--- src/rtl/pc_framer_pkg.sv ---
// Shared types and constants for the FPGA-to-PC upstream framer.
package pc_framer_pkg;

  localparam int unsigned NPC_CODE_DEF = 7;
  localparam int unsigned NPC_DATA_DEF = 20;

  // Default code assignments: spike-filter stream base and heartbeat base
  localparam int unsigned SF_CODE = 14;
  localparam int unsigned HB_CODE = 24;

  typedef struct packed {
    logic [NPC_CODE_DEF-1:0] code;
    logic [NPC_DATA_DEF-1:0] payload;
  } pc_word_t;

  typedef enum logic {
    IDLE,
    SEND
  } fsm_state_t;

  // Number of NPCdata-bit chunks needed to carry a field of the given width
  function automatic int unsigned nwords(input int unsigned width,
                                         input int unsigned npcdata = NPC_DATA_DEF);
    return (width + npcdata - 1) / npcdata;
  endfunction

endpackage

--- src/rtl/rr_arbiter.sv ---
// Combinational round-robin arbiter: grants the first requester at or after ptr.
// The pointer itself is owned by the caller.
module rr_arbiter #(
  parameter  int unsigned N  = 4,
  localparam int unsigned PW = (N > 1) ? $clog2(N) : 1
) (
  input  logic [N-1:0]  req,
  input  logic [PW-1:0] ptr,
  input  logic          en,
  output logic [N-1:0]  gnt,
  output logic [PW-1:0] gnt_idx
);

  logic found;

  // Scan slots in rotated order starting at ptr; first requester wins
  always_comb begin
    found   = 1'b0;
    gnt_idx = '0;
    gnt     = '0;
    for (int unsigned off = 0; off < N; off++) begin
      for (int unsigned i = 0; i < N; i++) begin
        if (!found && req[i] && (i == (32'(ptr) + off) % N)) begin
          found   = 1'b1;
          gnt_idx = PW'(i);
        end
      end
    end
    for (int unsigned i = 0; i < N; i++) begin
      gnt[i] = en && found && (gnt_idx == PW'(i));
    end
  end

endmodule

--- src/rtl/pc_upstream_framer.sv ---
// Upstream framer: merges N_STREAMS valid/ack message channels (plus an optional
// heartbeat slot) into one stream of (code, payload) PC words, round-robin per
// message. Define PC_UPSTREAM_FRAMER_HB_EN to enable the heartbeat source.
module pc_upstream_framer
  import pc_framer_pkg::*;
#(
  parameter int unsigned                  NPCcode      = NPC_CODE_DEF,
  parameter int unsigned                  NPCdata      = NPC_DATA_DEF,
  parameter int unsigned                  N_STREAMS    = 4,
  parameter int unsigned                  NIN          = 40,
  parameter logic [3*N_STREAMS-1:0]       WORDS        = {4{3'd2}},
  parameter logic [NPCcode*N_STREAMS-1:0] CODE_BASE    = {7'd20, 7'd18, 7'd16, 7'd14},
  parameter int unsigned                  Ntime_full   = 48,
  parameter int unsigned                  HB_CODE_BASE = HB_CODE
) (
  input  logic                     clk,
  input  logic                     reset,
  input  logic [N_STREAMS-1:0]     in_v,
  input  logic [N_STREAMS*NIN-1:0] in_d,
  output logic [N_STREAMS-1:0]     in_a,
  output logic                     out_v,
  output logic [NPCcode-1:0]       out_code,
  output logic [NPCdata-1:0]       out_payload,
  input  logic                     out_a,
  input  logic                     hb_pulse,
  input  logic [Ntime_full-1:0]    time_elapsed,
  output logic                     hb_overrun
);

`ifdef PC_UPSTREAM_FRAMER_HB_EN
  localparam int unsigned HB_SLOTS = 1;
`else
  localparam int unsigned HB_SLOTS = 0;
`endif
  localparam int unsigned SLOTS    = N_STREAMS + HB_SLOTS;
  localparam int unsigned IN_WORDS = nwords(NIN, NPCdata);
  localparam int unsigned HB_WORDS = nwords(Ntime_full, NPCdata);
  localparam int unsigned MAXW     = (HB_SLOTS != 0 && HB_WORDS > IN_WORDS) ? HB_WORDS : IN_WORDS;
  localparam int unsigned MSG_W    = MAXW * NPCdata;
  localparam int unsigned IW       = (MAXW > 1) ? $clog2(MAXW) : 1;
  localparam int unsigned PW       = (SLOTS > 1) ? $clog2(SLOTS) : 1;

  logic [SLOTS-1:0]   req;
  logic [MSG_W-1:0]   slot_msg  [SLOTS];
  logic [IW-1:0]      slot_last [SLOTS];
  logic [NPCcode-1:0] slot_code [SLOTS];

  logic [SLOTS-1:0]   gnt;
  logic [PW-1:0]      gnt_idx;
  logic               granted;
  logic               grant_en;

  fsm_state_t         state;
  logic [MSG_W-1:0]   msg;
  logic [IW-1:0]      word_idx;
  logic [IW-1:0]      last_idx;
  logic [PW-1:0]      rr_ptr;

  for (genvar i = 0; i < N_STREAMS; i++) begin : g_stream
    if (WORDS[3*i +: 3] == 3'd0 || int'(WORDS[3*i +: 3]) > IN_WORDS) begin : g_bad_words
      $error("pc_upstream_framer: WORDS for stream %0d out of range 1..%0d", i, IN_WORDS);
    end
    assign req[i]       = in_v[i];
    assign slot_msg[i]  = MSG_W'(in_d[i*NIN +: NIN]);
    assign slot_last[i] = IW'(WORDS[3*i +: 3] - 3'd1);
    assign slot_code[i] = CODE_BASE[i*NPCcode +: NPCcode];
  end

`ifdef PC_UPSTREAM_FRAMER_HB_EN
  logic                  hb_pending;
  logic [Ntime_full-1:0] hb_time;
  logic                  hb_granted;

  assign req[N_STREAMS]       = hb_pending;
  assign slot_msg[N_STREAMS]  = MSG_W'(hb_time);
  assign slot_last[N_STREAMS] = IW'(HB_WORDS - 1);
  assign slot_code[N_STREAMS] = NPCcode'(HB_CODE_BASE);
  assign hb_granted           = granted && (gnt_idx == PW'(N_STREAMS));

  // Heartbeat capture; a pulse in the grant cycle queues a fresh heartbeat
  always_ff @(posedge clk or negedge reset) begin
    if (!reset) begin
      hb_pending <= 1'b0;
      hb_time    <= '0;
      hb_overrun <= 1'b0;
    end else if (hb_pulse) begin
      hb_pending <= 1'b1;
      hb_time    <= time_elapsed;
      if (hb_pending && !hb_granted) hb_overrun <= 1'b1;
    end else if (hb_granted) begin
      hb_pending <= 1'b0;
    end
  end
`else
  logic unused_hb;
  assign unused_hb  = ^{hb_pulse, time_elapsed};
  assign hb_overrun = 1'b0;
`endif

  // A new message may be taken when idle or as the last word is accepted;
  // gating with reset keeps in_a low while reset is asserted.
  assign grant_en = reset && ((state == IDLE) || (out_v && out_a && word_idx == last_idx));
  assign granted  = |gnt;
  assign in_a     = gnt[N_STREAMS-1:0];

  rr_arbiter #(.N(SLOTS)) u_arb (
    .req     (req),
    .ptr     (rr_ptr),
    .en      (grant_en),
    .gnt     (gnt),
    .gnt_idx (gnt_idx)
  );

  // Message FSM. The message register is shifted down one chunk per accepted
  // word and out_code is incremented, which is equivalent to indexing
  // msg[word_idx*NPCdata] and adding word_idx to the base code.
  always_ff @(posedge clk or negedge reset) begin
    if (!reset) begin
      state       <= IDLE;
      out_v       <= 1'b0;
      out_code    <= '0;
      out_payload <= '0;
      msg         <= '0;
      word_idx    <= '0;
      last_idx    <= '0;
      rr_ptr      <= '0;
    end else if (grant_en) begin
      if (granted) begin
        state       <= SEND;
        out_v       <= 1'b1;
        out_code    <= slot_code[gnt_idx];
        out_payload <= slot_msg[gnt_idx][NPCdata-1:0];
        msg         <= slot_msg[gnt_idx] >> NPCdata;
        word_idx    <= '0;
        last_idx    <= slot_last[gnt_idx];
        rr_ptr      <= (gnt_idx == PW'(SLOTS - 1)) ? '0 : gnt_idx + PW'(1);
      end else begin
        state <= IDLE;
        out_v <= 1'b0;
      end
    end else if (state == SEND && out_a) begin
      word_idx    <= word_idx + IW'(1);
      out_code    <= out_code + NPCcode'(1);
      out_payload <= msg[NPCdata-1:0];
      msg         <= msg >> NPCdata;
    end
  end

endmodule

--- config.mk ---
export PLATFORM = sky130hd
export DESIGN_NAME = pc_upstream_framer
export DESIGN_NICKNAME = d
export VERILOG_FILES = /design/src/rtl/pc_framer_pkg.sv /design/src/rtl/rr_arbiter.sv /design/src/rtl/pc_upstream_framer.sv
export SDC_FILE = /design/constraint.sdc
export NUM_CORES = 1
export LEC_CHECK = 0
export CAP_MARGIN = 20
export CORE_AREA = 4 4 112 114
export CTS_CLUSTER_SIZE = 24
export DETAILED_ROUTE_END_ITERATION = 10
export DIE_AREA = 0 0 116 118
export PLACE_DENSITY = 0.77
export SLEW_MARGIN = 20
export SYNTH_ARGS = -nofsm -noshare
export SYNTH_HDL_FRONTEND = slang
export SYNTH_SLANG_ARGS = --single-unit
--- constraint.sdc ---
create_clock -name clk -period 2.95 [get_ports clk]
set_clock_uncertainty 0.2 [all_clocks]
set_input_delay 0.4425 -clock clk [delete_from_list [all_inputs] [get_ports clk]]
set_output_delay 0.4425 -clock clk [all_outputs]
set_load 0.1 [all_outputs]
[After elaboration in Yosys (flattened, before gate mapping)]
Cells that the tools add are included.
Storage, ports and cells
  ROM bits: 0
  word-level logic and storage cells: 151
  bits in latches: 0
  RAM bits: 0
  flip-flop bits (word level): 72
  input port bits: 216
  memories: 0
  output and inout port bits: 33
Operators by class
  add/sub/neg operators: 6
  shift-type cells: 0
  order comparisons: 1
  bitwise logic cells: 2
  muxes and demuxes: 54
  $mul: 0
  reduce and logical (&&, ||, !) cells: 64
  divide/modulo/power cells: 0
  equal/unequal tests: 17
Operators with widths (count)
  40-bit 2-to-1 mux: 5
  32-bit logical NOT: 4
  40-bit binary-select mux with 2-bit select: 1
  20-bit 2-to-1 mux: 3
  1-bit logical AND: 39
  7-bit 2-to-1 mux: 5
  2-bit 2-to-1 mux: 15
  1-bit 2-to-1 mux: 23
  2-bit equality test (first input constant): 8
  1-bit logical NOT: 15
  7-bit binary-select mux with 2-bit select: 1
  1-bit by 2-bit equality test with 1-bit output (first input constant): 4
  7-bit by 1-bit adder with 7-bit output (second input constant): 1
  2-bit by 1-bit adder with 2-bit output (second input constant): 2
  2-bit adder (second input constant): 2
  2-bit equality test (second input constant): 2
  2-bit AND reduction: 2
  4-bit OR reduction: 1
  3-bit greater-or-equal comparator (second input constant): 1
  2-bit NOT with 3-bit output: 1
  1-bit binary-select mux with 2-bit select: 1
  2-bit by 1-bit equality test with 1-bit output (second input constant): 1
  2-bit logical NOT: 1
  2-bit != test (second input constant): 1
  other kinds (5): 5

[Depth between registers and ports, before layout]
  depth in word-level cells: 69
  depth in mapped cells: 12
  gate-level depth less buffers: 9

[Modules after synthesis]
A second synthesis with hierarchy kept.
Unflattened totals
  cell total of the unflattened synthesis: 268
  area total of the unflattened synthesis: 3400.8 µm²
By module, submodules not included
  pc_upstream_framer: cells an instance 252, instances 1, sequential area each 1301.2 µm², area an instance 3265.6 µm²
  rr_arbiter: cells an instance 16, instances 1, sequential area each 0.0 µm², area an instance 135.1 µm²

[Worst setup path after synthesis]
Ideal clock, no wire load.
  kind: input-to-output
  start: input in_v[0]
  end: output in_a[3]
  buffers on the path: 1
  slack: -0.674 ns
  data required time: 2.308 ns
  stages: 7
  arrival time: 2.982 ns
  cell sequence: nor2b_1 > or4_4 > nand2_4 > buf_2 > ha_1 > inv_1 > nor2_1
Between the ends
  cells in the longest elaborated chain, start to end: 64
  elaborated cells on any way between the ends: 80
  those cells by class: 1 x eq/ne; 31 x mux; 48 x reduce/logical
Ends and longest elaborated chain
  start: declaration: RTL line pc_upstream_framer.sv:18  | input logic [N_STREAMS-1:0] in_v,
  1-bit logical AND: RTL line rr_arbiter.sv:23  | if (!found && req[i] && (i == (32'(ptr) + off) % N)) begin
  1-bit 2-to-1 mux: RTL line rr_arbiter.sv:23
  1-bit logical NOT: RTL line rr_arbiter.sv:23
  1-bit logical AND (2 in a row): RTL line rr_arbiter.sv:23
  1-bit 2-to-1 mux: RTL line rr_arbiter.sv:23
  1-bit logical NOT: RTL line rr_arbiter.sv:23
  1-bit logical AND (2 in a row): RTL line rr_arbiter.sv:23
  1-bit 2-to-1 mux: RTL line rr_arbiter.sv:23
  [44 not listed]
  1-bit logical NOT: RTL line rr_arbiter.sv:23
  1-bit logical AND (2 in a row): RTL line rr_arbiter.sv:23
  1-bit 2-to-1 mux: RTL line rr_arbiter.sv:23
  1-bit logical NOT: RTL line rr_arbiter.sv:23
  1-bit logical AND (2 in a row): RTL line rr_arbiter.sv:23
  2-bit 2-to-1 mux / 1-bit 2-to-1 mux (equally long branches): RTL line rr_arbiter.sv:23
  2-bit equality test / 1-bit logical AND (equally long branches): RTL line rr_arbiter.sv:30  | gnt[i] = en && found && (gnt_idx == PW'(i));
  1-bit logical AND (*): RTL line rr_arbiter.sv:30
  end: declaration: RTL line pc_upstream_framer.sv:20  | output logic [N_STREAMS-1:0] in_a,
Every way passes the cells marked *; elsewhere a longest branch is shown, timed or not.

[Worst setup path in the final report]
  start: input in_v[2]
  end: register msg[0]
Between the ends
  cells in the longest elaborated chain, start to end: 61
  elaborated cells on any way between the ends: 87
  those cells by class: 4 x eq/ne; 33 x mux; 1 x bitwise; 49 x reduce/logical
Ends and longest elaborated chain
  1-bit logical AND (2 in a row): RTL line rr_arbiter.sv:23
  1-bit 2-to-1 mux: RTL line rr_arbiter.sv:23
  1-bit logical NOT: RTL line rr_arbiter.sv:23
  1-bit logical AND (2 in a row): RTL line rr_arbiter.sv:23
  1-bit 2-to-1 mux: RTL line rr_arbiter.sv:23
  1-bit logical NOT: RTL line rr_arbiter.sv:23
  1-bit logical AND (2 in a row): RTL line rr_arbiter.sv:23
  1-bit 2-to-1 mux: RTL line rr_arbiter.sv:23
  [40 not listed]
  1-bit logical NOT: RTL line rr_arbiter.sv:23
  1-bit logical AND (2 in a row): RTL line rr_arbiter.sv:23
  2-bit 2-to-1 mux: RTL line rr_arbiter.sv:23
  2-bit NOT with 3-bit output (implied by the code): RTL line pc_upstream_framer.sv:133  | msg <= slot_msg[gnt_idx] >> NPCdata;
  40-bit binary-select mux with 2-bit select: RTL line pc_upstream_framer.sv:133
  40-bit 2-to-1 mux (implied by the code) (2 in a row): RTL line pc_upstream_framer.sv:133
  40-bit 2-to-1 mux: RTL line pc_upstream_framer.sv:128  | if (granted) begin
  40-bit 2-to-1 mux: RTL line pc_upstream_framer.sv:127  | end else if (grant_en) begin
  end signal: assignment: RTL line pc_upstream_framer.sv:133
  end signal: assignment: RTL line pc_upstream_framer.sv:145  | msg <= msg >> NPCdata;
  end: declaration: RTL line pc_upstream_framer.sv:54  | logic [MSG_W-1:0] msg;
Parallel ways exist; a longest one is shown, timed or not. The select of a mux whose other input is x is not followed.
A chain may end at the register's enable or synchronous reset.

==> impl_metrics.tcl <==
set metrics [dict create \
    tightest_slew_ns 0.686 \
    hold_class "in -> async" \
    ff_latch_area_um2 1300 \
    timing.fmax_mhz 356 \
    dp_cells 695 \
    ios 249 \
    clk_pin_slew_ns 0.07 \
    max_stage_delay_ns 0.53 \
    synthDistinctLibCells 50 \
    grtUsageTotal_pct 18.8 \
    yosysTopAreaCellShare_pct 34.7 \
    rows 39 \
    fin_util_pct 55.8 \
    power_frac_comb_pct 71.6 \
    cap_violations 0 \
    mappedNetlistNets 574 \
    syn_area_per_cell_um2 10.7 \
    grt_start_max_net_pins 59 \
    clk_latency_ns 0.29 \
    cp-end-kind "register" \
    root_buffer "clkbuf_16" \
    leakagePower_nw 2.74 \
    nNetsFinal 790 \
    whs_ns 0.0363 \
    viasPerCell 5.16 \
    dpl.hpwl_um 10900 \
    start_util_pct 32.8 \
    grt_overflow_total 0 \
    synth.cell_area_um2 3750 \
    multi_input_area_um2 2350 \
    grt_pass1_vias 3937 \
    yosysMostFrequentCell "mux2i_1" \
    place_area_um2 6030 \
    async_reset_ff_share_pct 100 \
    cts_buffers 5 \
    synth_seq_cells 52 \
    p_int_mw 3.10 \
    port_buffers 198 \
    synth_edf_count 0 \
    synth-main-ff-cell "dfrtp_1" \
    fill_cells 993 \
    cp_max_fo 20 \
    grt_pass1_wl_um 20500 \
    peakVddDrop_mv 0.490 \
    total_power_mw 6.62 \
    critPathRequiredTime_ns 2.89 \
    ant_nets 0 \
    place_ws_ns -0.451 \
    slowest_stage "or4_4" \
    finalInstanceArea_um2 6370 \
    drive_gt1_share_pct 27.1 \
    ys_warn_count 0 \
    setup_viol_count_final 0 \
    slew_violations 0 \
    clock_path_buffers 2 \
    p_per_area_nw_per_um2 1040 \
    antennaDiodeCount 0 \
    switching_share_pct 53.2 \
    status "finished, final reports clean" \
    crit_path_cell_trace "dlygate4sd2_1, nor2b_2, or4_4, nand2_4, clkinv_4, ha_4, nor4_4, buf_4, nor2_1, nand2_1, buf_12, o221ai_1" \
    areaGrowthSynthToFinish_pct 69.9 \
    dieArea_um2 13700 \
    netlist_instances 352 \
    rsz0062_at_grt "no" \
    num_vias 3677 \
    setup-tns-final_ns 0 \
    cts.sinks 52 \
    worstSetupStartpointType "input port" \
    wl_per_cell_um 18.9 \
    min_period_ns 2.81 \
    core_um2 11400 \
    seq_area_frac_synth_pct 34.7 \
    dieWidth_um 116 \
    die_y_um 118 \
    drt_iter0_drc 136 \
    drc 0 \
    fin_cells 712 \
    first_pass_iters 6 \
    antenna_found_initial 0 \
    relSlewSlack_pct 54.3 \
    tritoncts "yes" \
    power.switching_mw 3.52 \
    wl_um 13500 \
    p_seq_share_pct 19.5 \
    h-tree-depth 2 \
    fin_crit_sh_pct 95.3 \
    path_class "in -> reg" \
    yosys-top-cells-count "mux2i_1 (61), dfrtp_1 (52), nand2_1 (34), and3_1 (21)" \
    gp_congestion 0.846 \
    synthTopCellsByArea "dfrtp_1 (35%), mux2i_1 (16%), a2111oi_2 (7.6%), a211oi_2 (6.7%), o221ai_1 (4.7%)" \
    pwr-share-clk_pct 8.9 \
    yosysTopAreaCell "dfrtp_1" \
    setup_slack_ns 0.138 \
    hold_viol_final 0 \
    arrival_ns 2.75 \
]
-- registers in the layout, summed over array words and instances, names as in the netlist --
register / count
word_idx: 1
out_code: 7
out_payload: 20
msg: 20
rr_ptr: 2
last_idx: 1
state: 1
-- worst max-delay path, delay by kind of cell --
kind	cells	cell delay, ns
simple gates	6	1.31
buf+inv	4	0.67
fa+ha+maj	1	0.18
compound gates	1	0.15
-- layout make-up --
cell class / instances / area share (%)
Sequential cell: 52 / 20.4
Clock inverter: 1 / 0.118
Inverter: 8 / 0.550
Tap cell: 143 / 2.81
Timing Repair Buffer: 242 / 37.0
Clock buffer: 7 / 2.24
Multi-Input combinational cell: 259 / 36.8
-- final timing paths --
| check | startpoint | end | slack (ns) | cells past startpoint |
|---|---|---|---|---|
| min in group clk | msg[12]$_DFFE_PN0P_ | msg[12]$_DFFE_PN0P_ | 0.30 | 2 |
| max in group asynchronous | reset | msg[7]$_DFFE_PN0P_ | 2.22 | 2 |
| hold / removal | reset | out_payload[18]$_DFFE_PN0P_ | 0.04 | 2 |
| hold reg to reg | msg[12]$_DFFE_PN0P_ | msg[12]$_DFFE_PN0P_ | 0.30 | 2 |
| setup / recovery | in_v[2] | msg[0]$_DFFE_PN0P_ | 0.14 | 12 |
| setup reg to reg | rr_ptr[1]$_DFFE_PN0P_ | msg[0]$_DFFE_PN0P_ | 0.19 | 10 |
-- layer usage --
layer | GRT usage (%) | wire length, um
met5 | 0 | 0
met4 | 3.63 | 167
met3 | 3.19 | 922
met2 | 33.8 | 6930
met1 | 23.4 | 5470
-- placed cells by master, fill, tap and decap left out, types with 6 or more instances in the layout --
cell,Yosys,final
inv_1,7,6
buf_4,3,64
buf_12,1,10
a211oi_2,20,20
o221ai_1,20,20
dfrtp_1,52,52
and3_1,21,21
nand2_1,34,34
mux2i_1,61,61
clkdlybuf4s50_1,0,161
o22ai_1,20,17
a2111oi_2,19,17
-- power groups by stage --
stage / combinational, mW / clock (mW) / sequential (mW)
after floorplan: 2.01 / 0 / 2.54
after global placement: 4.48 / 0 / 1.27
after detailed placement: 4.57 / 0 / 1.29
after CTS: 4.72 / 0.603 / 1.28
after global routing: 5.02 / 0.627 / 1.33
final: 4.74 / 0.586 / 1.29
-- logic make-up (layout without fill, tap and decap cells) --
family / Yosys count / count (layout) / synth area share (%)
AOI/OAI and AO/OA: 104 / 104 / 27.7
other: 1 / 1 / 0.100
DFF: 52 / 52 / 34.7
xor gates and xnor gates: 3 / 3 / 0.901
muxes: 62 / 62 / 16.6
adders and majority gates: 6 / 6 / 2.00
buffers and inverters: 41 / 258 / 6.34
and+or+nand+nor: 83 / 83 / 11.6
-- timing repair --
action,4_1_cts,5_1_grt
cloned,0,0
setup endpoints to repair,49,55
hold buffers,0,0
pin swaps,6,7
buffers inserted,5,4
hold endpoints to repair,0,0
gates resized for setup,18,7
Note: power is estimated with default switching activity, not from simulation.
==> patch: new RTL, config.mk and constraints unchanged <==
Set the package constant `NPC_CODE_DEF` to 8 (it was 7).
--- a/src/rtl/pc_framer_pkg.sv
+++ b/src/rtl/pc_framer_pkg.sv
@@ -1,7 +1,7 @@
 // Shared types and constants for the FPGA-to-PC upstream framer.
 package pc_framer_pkg;
 
-  localparam int unsigned NPC_CODE_DEF = 7;
+  localparam int unsigned NPC_CODE_DEF = 8;
   localparam int unsigned NPC_DATA_DEF = 20;
 
   // Default code assignments: spike-filter stream base and heartbeat base
Ports: changed (resized out_code); port bits go from 249 to 250. The function was not compared with the original's and may differ.
==> patch against the unedited design <==
Sequential cell count increased by 1. Critical path depth down 3. Synthesized area up 21%. Non-clock buffer count shrank 1. Sequential power decreased by 8%. Routed wire length is 15% higher. Total power is 3.4% lower. Setup slack lost 0.089 ns. Via count rose by 31%. Final area grew 11%.
==> patch: results (changes against the unedited design) <==
* Status: complete, no violations
* Reg2Reg Launch Point: rr_ptr[0]$_DFFE_PN0P_
* # Post-CTS Setup Buffers at 0 (-5)
* Sw Share at 51.9% (-1.3 points)
* CP delay by family, top: buffers and inverters
* Post-synthesis adder-cell area fraction at 1.38% (-0.62 points)
* XOR/XNOR share of the synthesized area at 0.579% (-0.32 points)
* Netlist cell types at 48 (-4.0%)
* Slew of the pin with the lowest slew margin at 0.557 ns (-0.128 ns)
* CTS Hold Bufs at 1 (+1)
* Hold Startpoint: last_idx$_DFFE_PN0P_
* CP max FO at 4 (-80%)
* Worst r2r path cells at 14 (+4)
* Sequential power at 1.19 mW (-8%)
* Leakage at 2.98 nW (+9.0%)
* Post-synthesis compound-gate area fraction at 24.5% (-3.3 points)
* Max IR drop VDD at 1.20 mV (+140%)
* Metal2 WL at 7660 um (+11%)
* Critical-path top delay cell: clkdlybuf4s50_1
* WP data required at 2.31 ns (-0.58 ns)
* Die W at 116 um (unchanged)
* Largest net degree at the start of global routing at 61 (+3.4%)
* Slowest cell delay on critical path at 0.46 ns (-0.07 ns)
* Crit path capture: in_a[1]
* Total Routing Usage GR at 21.6% (+2.8 points)
* Pre-antenna DRT Iters at 4 (-2)
* CTS resizes at 3 (-15)
* CP Launch Point: in_v[2]
* Global-route wire length before repair at 24400 um (+19%)
* FF-to-FF End: out_payload[7]$_DFFE_PN0P_
* Syn_nets at 740 (+29%)
* Post-synthesis cell count at 519 (+47%)
* Clk slew on worst S/H paths at 0.07 ns (about the same)
* Hold Crit Endpoint: last_idx$_DFFE_PN0P_
* Fin cells at 853 (+20%)
* Minimum clock period at 2.90 ns (+0.0887 ns)
* Layout cells sized above 1 at 18.0% (-9.0 points)
* Largest regs: msg (20), out_payload (20), out_code (8)
* CTS root buf: clkbuf_16
* Clock power share at 10.5% (+1.6 points)
* Most instantiated cells after synthesis: 70 x nand2_1, 53 x dfrtp_1, 40 x and3_1, 40 x mux2i_1, 40 x o211ai_1
* Post-detail-place hpwl at 11900 um (+8.4%)
* Hold Path Class: reg2reg
* Routed via count at 4811 (+31%)
* Clock buffer depth at 2 (unchanged)
* Top post-synthesis cells by area: dfrtp_1 29%, mux2i_1 8.8%, o211ai_1 6.6%
* Flop2flop setup slack at 0.28 ns (+0.09 ns)
* Final #Nets at 930 (+18%)
* Met3 routed WL at 1010 um (+10%)
* Pre-CTS setup slack at -0.365 ns (+0.0850 ns)
* Wirelength per Cell at 18.1 um (-4.2%)
* Vias in the first global route at 4856 (+23%)
* Routed met1 length at 6680 um (+22%)
* IO buf count at 199 (+0.51%)
* Dpl cells at 842 (+21%)
* RePlAce Congestion at 0.885 (+4.6%)
* Initial DRC Count at 315 (+130%)
* Multiplexer share of the synthesized area at 9.07% (-7.5 points)
* Sequential-to-total area share from yosys stat at 29.2% (-5.5 points)
patch: changes by cell type in the layout (fill, tap and decap cells not counted), moves of 21 or more:
cell,change
mux2i_1,-21
nand2_1,+35
nand4_1,+21
nor2b_1,+21
o211ai_1,+40
patch: final cells by class:
| cell class | count | area, um^2 |
|---|---|---|
| inverter | 4 | 15.0 |
| clock buffer | 7 | 143 |
| sequential | 53 | 1330 |
| clock inverter | 1 | 30.0 |
| timing repair buffer | 241 | 2380 |
| fill | 991 | 4360 |
| tap | 143 | 179 |
| multi-input combinational | 404 | 2980 |
patch: through the flow:
step           total power, mW  instance area [um^2]  hold WS [ns]
4_1_cts                   6.27                  6940         0.294
6_report                  6.40                  7060         0.289
5_1_grt                   6.80                  7060         0.324
3_3_place_gp              5.48                  6750         0.165
2_1_floorplan             4.32                  4540       -0.0531
3_5_place_dp              5.57                  6750         0.171
patch: layer usage:
layer	up-vias	track usage, %
met5	-	0
met4	0	4.64
met3	7	3.55
met2	161	35.9
met1	2285	29.3
li1	2358	-
